==> src/rtl/pcap_ctrl_pkg.sv <==
// Shared types and completion codes for the position-capture run controller.
package pcap_ctrl_pkg;

  // Run-sequencing states.
  typedef enum logic [1:0] {
    ST_IDLE    = 2'd0,
    ST_ARMED   = 2'd1,
    ST_ENABLED = 2'd2,
    ST_FLUSH   = 2'd3
  } state_e;

  // Completion codes reported on pcap_status_o / HEALTH.
  localparam logic [2:0] CODE_OK        = 3'd0;
  localparam logic [2:0] CODE_DISARMED  = 3'd1;
  localparam logic [2:0] CODE_TOO_CLOSE = 3'd2;
  localparam logic [2:0] CODE_OVERFLOW  = 3'd3;
  localparam logic [2:0] CODE_TIMEOUT   = 3'd4;

  // Highest-priority exit cause while ENABLED; falls through to OK when
  // the only cause left is enable_i dropping.
  function automatic logic [2:0] exit_code(input logic dma_full,
                                           input logic frame_err,
                                           input logic disarm);
    if (dma_full)       return CODE_OVERFLOW;
    else if (frame_err) return CODE_TOO_CLOSE;
    else if (disarm)    return CODE_DISARMED;
    else                return CODE_OK;
  endfunction

endpackage

==> src/rtl/pcap_flush_timer.sv <==
// Saturating cycle counter bounding the time spent waiting for the DMA flush.
// 'expired' is high in the FLUSH_TIMEOUT-th cycle of a run of 'run' cycles.
module pcap_flush_timer #(
  parameter int unsigned FLUSH_TIMEOUT = 125000
) (
  input  logic clk_i,
  input  logic reset_n_i,
  input  logic clear,
  input  logic run,
  output logic expired
);

  localparam int unsigned CW = (FLUSH_TIMEOUT > 1) ? $clog2(FLUSH_TIMEOUT) : 1;
  localparam logic [CW-1:0] LAST = CW'(FLUSH_TIMEOUT - 1);

  logic [CW-1:0] cnt_q, cnt_d;

  // Next count: clear wins, otherwise count up while running and hold at LAST.
  always_comb begin
    cnt_d = cnt_q;
    if (clear) begin
      cnt_d = '0;
    end else if (run && (cnt_q != LAST)) begin
      cnt_d = cnt_q + CW'(1);
    end
  end

  // Counter register.
  always_ff @(posedge clk_i or negedge reset_n_i) begin
    if (!reset_n_i) begin
      cnt_q <= '0;
    end else begin
      cnt_q <= cnt_d;
    end
  end

  assign expired = run && !clear && (cnt_q == LAST);

endmodule

==> src/rtl/pcap_arm_ctrl.sv <==
// Arming / run-sequencing controller: turns ARM/DISARM strobes and the
// enable level into one capture run, latches the first exit cause, waits for
// the DMA flush (bounded by a timeout) and pulses done. All outputs are
// registered; dbg_state_o exposes the FSM state.
module pcap_arm_ctrl
  import pcap_ctrl_pkg::*;
#(
  parameter int unsigned FLUSH_TIMEOUT = 125000
) (
  input  logic        clk_i,
  input  logic        reset_n_i,
  input  logic        ARM,
  input  logic        DISARM,
  input  logic        enable_i,
  input  logic        frame_error_i,
  input  logic        dma_full_i,
  input  logic        flush_done_i,
  output logic        pcap_start_o,
  output logic        pcap_enable_o,
  output logic        pcap_actv_o,
  output logic        pcap_done_o,
  output logic [2:0]  pcap_status_o,
  output logic [31:0] HEALTH,
  output state_e      dbg_state_o
);

  state_e     state_q, state_d;
  logic [2:0] status_q, status_d;
  logic       start_q, start_d;
  logic       done_q, done_d;
  logic       enable_q, actv_q;
  logic       timer_expired;

  pcap_flush_timer #(
    .FLUSH_TIMEOUT(FLUSH_TIMEOUT)
  ) u_flush_timer (
    .clk_i    (clk_i),
    .reset_n_i(reset_n_i),
    .clear    (state_q != ST_FLUSH),
    .run      (state_q == ST_FLUSH),
    .expired  (timer_expired)
  );

  // Next-state, status latch and one-cycle pulse decode.
  always_comb begin
    state_d  = state_q;
    status_d = status_q;
    start_d  = 1'b0;
    done_d   = 1'b0;
    unique case (state_q)
      ST_IDLE: begin
        // A simultaneous DISARM vetoes the ARM.
        if (ARM && !DISARM) begin
          state_d  = ST_ARMED;
          start_d  = 1'b1;
          status_d = CODE_OK;
        end
      end
      ST_ARMED: begin
        if (DISARM) begin
          state_d  = ST_FLUSH;
          status_d = CODE_DISARMED;
        end else if (enable_i) begin
          state_d = ST_ENABLED;
        end
      end
      ST_ENABLED: begin
        if (dma_full_i || frame_error_i || DISARM || !enable_i) begin
          state_d  = ST_FLUSH;
          status_d = exit_code(dma_full_i, frame_error_i, DISARM);
        end
      end
      ST_FLUSH: begin
        // flush_done beats a coincident timeout and keeps the latched cause.
        if (flush_done_i) begin
          state_d = ST_IDLE;
          done_d  = 1'b1;
        end else if (timer_expired) begin
          state_d  = ST_IDLE;
          status_d = CODE_TIMEOUT;
          done_d   = 1'b1;
        end
      end
      default: state_d = ST_IDLE;
    endcase
  end

  // State and registered outputs; enable/actv are decoded from the next state
  // so they change on the same edge as the state.
  always_ff @(posedge clk_i or negedge reset_n_i) begin
    if (!reset_n_i) begin
      state_q  <= ST_IDLE;
      status_q <= CODE_OK;
      start_q  <= 1'b0;
      done_q   <= 1'b0;
      enable_q <= 1'b0;
      actv_q   <= 1'b0;
    end else begin
      state_q  <= state_d;
      status_q <= status_d;
      start_q  <= start_d;
      done_q   <= done_d;
      enable_q <= (state_d == ST_ENABLED);
      actv_q   <= (state_d != ST_IDLE);
    end
  end

  assign pcap_start_o  = start_q;
  assign pcap_enable_o = enable_q;
  assign pcap_actv_o   = actv_q;
  assign pcap_done_o   = done_q;
  assign pcap_status_o = status_q;
  assign HEALTH        = {29'b0, status_q};
  assign dbg_state_o   = state_q;

endmodule

==> config.mk <==
export PLATFORM = sky130hd
export DESIGN_NAME = pcap_arm_ctrl
export DESIGN_NICKNAME = d
export VERILOG_FILES = /design/src/rtl/pcap_ctrl_pkg.sv /design/src/rtl/pcap_flush_timer.sv /design/src/rtl/pcap_arm_ctrl.sv
export SDC_FILE = /design/constraint.sdc
export NUM_CORES = 1
export LEC_CHECK = 0
export ABC_AREA = 1
export BUFFER_PORTS_ARGS = -buffer_cell sky130_fd_sc_hd__buf_4
export CORE_MARGIN = 2
export CORE_UTILIZATION = 52
export CTS_CLUSTER_DIAMETER = 30
export DETAILED_ROUTE_END_ITERATION = 10
export PLACE_DENSITY_LB_ADDON = 0.2
export SLEW_MARGIN = 10
export SYNTH_ARGS = -nofsm -noshare
export SYNTH_HDL_FRONTEND = slang
export SYNTH_SLANG_ARGS = --single-unit
export TNS_END_PERCENT = 50
==> constraint.sdc <==
create_clock -name clk_i -period 1.55 [get_ports clk_i]
set_input_delay 0.0775 -clock clk_i [delete_from_list [all_inputs] [get_ports clk_i]]
set_output_delay 0.0775 -clock clk_i [all_outputs]
set_load 0.005 [all_outputs]
; Word-level counts from Yosys, hierarchy flattened
; Index checks and enable logic that the tools add are counted.
[word_totals]
register_bits = 26
out_inout_bits = 41
[classes]
add_sub_neg = 1
eq_ne = 12
mux = 23
n_reduce_logical = 14
[op_table]
columns = op, n
row1 = 17-bit two-way mux, 2
row2 = "17-bit by 1-bit adder with 17-bit output, second input constant", 1
row3 = "17-bit equality test, second input constant", 1
row4 = "17-bit inequality test, second input constant", 1
row5 = 2-bit two-way mux, 8
row6 = 3-bit two-way mux, 5
row7 = "2-bit inequality test, second input constant", 6
row8 = 3-bit case mux with 4 select lines, 1
row9 = 2-bit case mux with 4 select lines, 1
row10 = "2-bit equality test, second input constant", 3
row11 = 1-bit two-way mux, 6
row12 = 5-bit AND reduction, 1
row13 = 1-bit logical AND, 4
row14 = 2-bit nonzero test, 2
row15 = 1-bit logical NOT, 3
row16 = 1-bit logical OR, 3
row17 = "2-bit by 1-bit equality test with 1-bit output, second input constant", 1
row18 = 2-bit logical NOT, 1

; Logic depth before layout (Yosys ltp)
[logic_depth]
depth_word = 8
depth_mapped = 10

; By module
; A second synthesis with hierarchy kept.
[hier_totals]
hier_cells = 277
area_unflattened_um2 = 1883.1
[by_module_without_submodules]
columns = module, n_inst, cells_each, area_each_um2, seq_area_each_um2
row1 = pcap_flush_timer, 1, 179, 1149.9, 425.4
row2 = pcap_arm_ctrl, 1, 98, 733.2, 225.2

; Worst setup path after synthesis
; Ideal clock, no wire load.
[synth_timing]
path_kind = register to register
startpoint = register u_flush_timer.cnt_q[0]
endpoint = register status_q[0] (netlist: pcap_status_o[0])
arrival_ns = 1.191
t_required_ns = 1.433
slack_ns = 0.242
path_stages_with_launch = 11
path_buffers = 0
path_cell_list = dfrtp_1 > ha_1 > nand2_1 > inv_2 > nand2_1 > nor2_2 > nand2_2 > nand2_2 > nand2_2 > nand2_1 > nand2_1
[synth_via]
elab_chain_len = 4
[synth_rtl]
columns = item, line
row1 = start: declaration, pcap_flush_timer.sv:16  ; logic [CW-1:0] cnt_q, cnt_d;
row2 = start signal: assignment, pcap_flush_timer.sv:33  ; cnt_q <= cnt_d;
row3 = 17-bit equality test, pcap_flush_timer.sv:37  ; assign expired = run && !clear && (cnt_q == LAST);
row4 = 1-bit logical AND, pcap_flush_timer.sv:37
row5 = 2-bit inequality test (no line), n/a
row6 = 5-bit AND reduction (no line), n/a
row7 = end signal: assignment, pcap_arm_ctrl.sv:100  ; status_q <= status_d;
row8 = end: declaration, pcap_arm_ctrl.sv:28  ; logic [2:0] status_q, status_d;
; Every way passes these cells.
; A chain may end at the register's enable or synchronous reset.

; Worst setup path in the final report
[layout_timing]
startpoint = register u_flush_timer.cnt_q[0]
endpoint = register u_flush_timer.cnt_q[10]
[layout_via]
elab_chain_len = 3
elab_cells_between_ends = 6
cone_classes = add/sub (1) / eq/ne (1) / mux (2) / reduce/logical (2)
[layout_rtl]
columns = item, line
row1 = 17-bit by 1-bit adder with 17-bit output or 17-bit inequality test (tied branches), "pcap_flush_timer.sv:24, pcap_flush_timer.sv:23"
row2 = 17-bit two-way mux or 1-bit logical AND (tied branches), pcap_flush_timer.sv:23  ; end else if (run && (cnt_q != LAST)) begin
row3 = 17-bit two-way mux or 2-bit nonzero test (tied branches), n/a
; Parallel ways exist; a longest one is shown, timed or not. The select of a mux whose other input is x is not followed.

==> results.json <==
{
  "synth_area_leaders": "sky130_fd_sc_hd__dfrtp_1 (37%), sky130_fd_sc_hd__buf_4 (14%), sky130_fd_sc_hd__nand2_1 (11%)",
  "worstSetupStartpointType": "flop",
  "final_net_count": 268,
  "total_cts_buffers": 3,
  "cts.sinks": 26,
  "insertion_delay_ns": 0.33,
  "synth_top_cell_area_share_pct": 37.4,
  "synth_xor_xnor_area_share_pct": 0.503,
  "yosys.area_share.simple_pct": 33.8,
  "fraction_of_layout_instances_using_a_drive_strength_above_1_pct": 21.3,
  "slew_viol_final": 0,
  "final_period_minus_worst_setup_slack_ns": 1.45,
  "yosysWarningCount": 0,
  "largest_family_of_logic_cells_by_synthesized_area": "simple AND/OR/NAND/NOR gates",
  "vias_in_the_first_global_route": 1124,
  "dp_hpwl_um": 2340,
  "place.detailed.instances": 296,
  "drv.max_cap_violation_count": 0,
  "last_weighted_congestion_value_of_the_routability_driven_placer": 0.860,
  "synthesis.area_um2": 1740,
  "grt_pass1_wl_um": 4950,
  "hold_path.class": "primary input to flop",
  "synthesis.instances": 234,
  "grt_max_degree": 27,
  "ys_seq_elements": 26,
  "fin_tns_setup_ns": 0,
  "antenna_found_initial": 0,
  "cts_root_buf": "sky130_fd_sc_hd__clkbuf_4",
  "power_density_nw_per_um2": 1120,
  "antenna_viol_nets_final": 0,
  "crit_slowest_cell": "sky130_fd_sc_hd__dfrtp_1",
  "total_power_mw": 2.13,
  "cts_htree_levels": 1,
  "end_kind": "flop",
  "clk_pin_slew_ns": 0.15,
  "timing.critical_path.cells": "ha_2, nand2_2, inv_2, buf_4, nand2_4, inv_2, nand2_1, clkinv_1, nand2_1, a21oi_1",
  "detailedRoute.firstIterationViolations": 37,
  "arrival_ns": 1.68,
  "leading_cell_types_in_the_layout_fill_and_taps_excluded": "sky130_fd_sc_hd__nand2_1 (49), sky130_fd_sc_hd__nor2_1 (30), sky130_fd_sc_hd__conb_1 (29)",
  "drt_drc_violations_left": 0,
  "die_height_um": 61.9,
  "gr-usage-all-layers_pct": 17.3,
  "horizontal_die_dimension_um": 61.9,
  "vias_per_cell": 4.53,
  "postSynthAreaPerCell_um2": 7.44,
  "wl_met2_um": 1440,
  "detailroute.via_count": 1376,
  "fillerInstances": 322,
  "port-buffer-count": 19,
  "fmax_ghz": 0.690,
  "antennaDiodeCount": 0,
  "floorplan.rows": 21,
  "hold_viol_final": 0,
  "ctsLongestPathBuffers": 2,
  "share_of_the_clock_period_used_by_the_worst_path_pct": 93.5,
  "p_leak_nw": 1.03,
  "peakVddDrop_mv": 0.600,
  "layout.cells.most_common": "sky130_fd_sc_hd__nand2_1",
  "drt-total-wl_um": 3090,
  "route.top_layer_used": "met4",
  "grt_overflow_total": 0,
  "setup_violations": 0,
  "pin_count": 49,
  "worstSetupPathType": "flop to flop",
  "seqCellArea_um2": 651,
  "fp.dieArea_um2": 3830,
  "synth_mux_area_share_pct": 0,
  "avgRoutedWirePerCell_um": 10.2,
  "instances_no_fill": 304,
  "syn2layout_area_growth_pct": 8.84,
  "initial_core_utilization_pct": 53.0,
  "post_synthesis_adder_cell_area_fraction_pct": 0.718,
  "wl_met3_um": 128,
  "critical_path_peak_fanout": 4,
  "drt_pre_antenna_iters": 5,
  "core-area_um2": 3280,
  "synth_cell_types": 27,
  "synth_compound_gate_area_share_pct": 5.96,
  "worst-endpoint-required_ns": 1.78,
  "timing.clock.skew_ns": 0.00960,
  "run_status": "completed",
  "clock_tree_from_tritoncts": "done",
  "synth_top_area_cell": "sky130_fd_sc_hd__dfrtp_1",
  "synth_sequential_area_ratio_pct": 37.4,
  "wl_met1_um": 1500,
  "slowest_delay_ns": 0.44,
  "multi_input_logic_area_um2": 833
}
-- cell usage after synthesis, drive strengths merged --
cell type,count
nand3,12
nand3b,1
nand2,59
a211oi,1
xor2,1
nor4,2
nor2,39
conb,1
clkinv,2
a21oi,8
o21ai,10
inv,31
a31oi,1
nor3,4
nand4,2
buf,33
dfrtp,26
ha,1
-- critical path, delay by kind of cell (launching register included) --
kind | cells | cell delay, ns
compound gates | 1 | 0.06
fa+ha+maj | 1 | 0.21
buf+inv | 4 | 0.31
flops | 1 | 0.44
simple gates | 4 | 0.33
-- where the power goes --
group	internal, mW	switching [mW]
Sequential	0.792	0.103
Clock	0.144	0.209
Combinational	0.382	0.501
Total	1.32	0.812
-- logic make-up (layout without fill, tap and decap cells) --
family | Yosys count | count (layout)
buffers and inverters | 66 | 62
and+or+nand+nor | 119 | 119
xor gates and xnor gates | 1 | 1
AOI/OAI and AO/OA | 20 | 20
adders and majority gates | 1 | 1
DFF | 26 | 26
other | 1 | 29
-- stage by stage --
stage	area [µm²]	hold slack, ns	setup WS (ns)	util, %
after CTS	1870	0.00395	0.0861	57.0
final	1900	0.00212	0.100	57.7
after global placement	1810	0.00588	0.165	55.2
after floorplan	1850	-0.218	0.242	-
after global routing	1900	0.00544	-0.00112	57.7
after detailed placement	1810	0.00892	0.102	55.2
-- what timing repair did --
item | 4_1_cts | 5_1_grt
buffers inserted | 0 | 2
hold buffers | 2 | 0
endpoints found under the setup margin | 0 | 7
endpoints found under the hold margin | 27 | 0
resized for setup | 0 | 3
-- metal layers --
layer  up-vias  GRT usage [%]
met4         0           6.38
met3         3           1.86
met2        46           26.8
met1       620           25.2
met5         -              0
li1        707              -
-- worst paths after layout --
path	slack (ns)	to	cells past startpoint	startpoint
worst min register to register	0.52	u_flush_timer.cnt_q[0]	1	u_flush_timer.cnt_q[0]
worst min-delay path	0.002	pcap_done_o	3	flush_done_i
worst max-delay path	0.10	u_flush_timer.cnt_q[10]	10	u_flush_timer.cnt_q[0]
worst max register to register	0.10	u_flush_timer.cnt_q[10]	10	u_flush_timer.cnt_q[0]
min in group asynchronous	0.16	u_flush_timer.cnt_q[3]	2	reset_n_i
max in group asynchronous	1.14	u_flush_timer.cnt_q[13]	2	reset_n_i
-- sequential cells by signal, indices dropped and copies added, names as in the netlist --
| name | flops |
|---|---|
| dbg_state_o | 2 |
| pcap_enable_o | 1 |
| pcap_done_o | 1 |
| pcap_actv_o | 1 |
| u_flush_timer.cnt_q | 17 |
| pcap_start_o | 1 |
| pcap_status_o | 3 |
-- final cells by class --
class / count / share of cell area [%]
well taps: 46 / 3.04
clock buffers: 4 / 1.91
multi-input cells: 170 / 44.0
repair buffers: 25 / 10.2
flip-flops and latches: 26 / 34.3
inverters: 33 / 6.60
(Power assumes the default switching activity.)
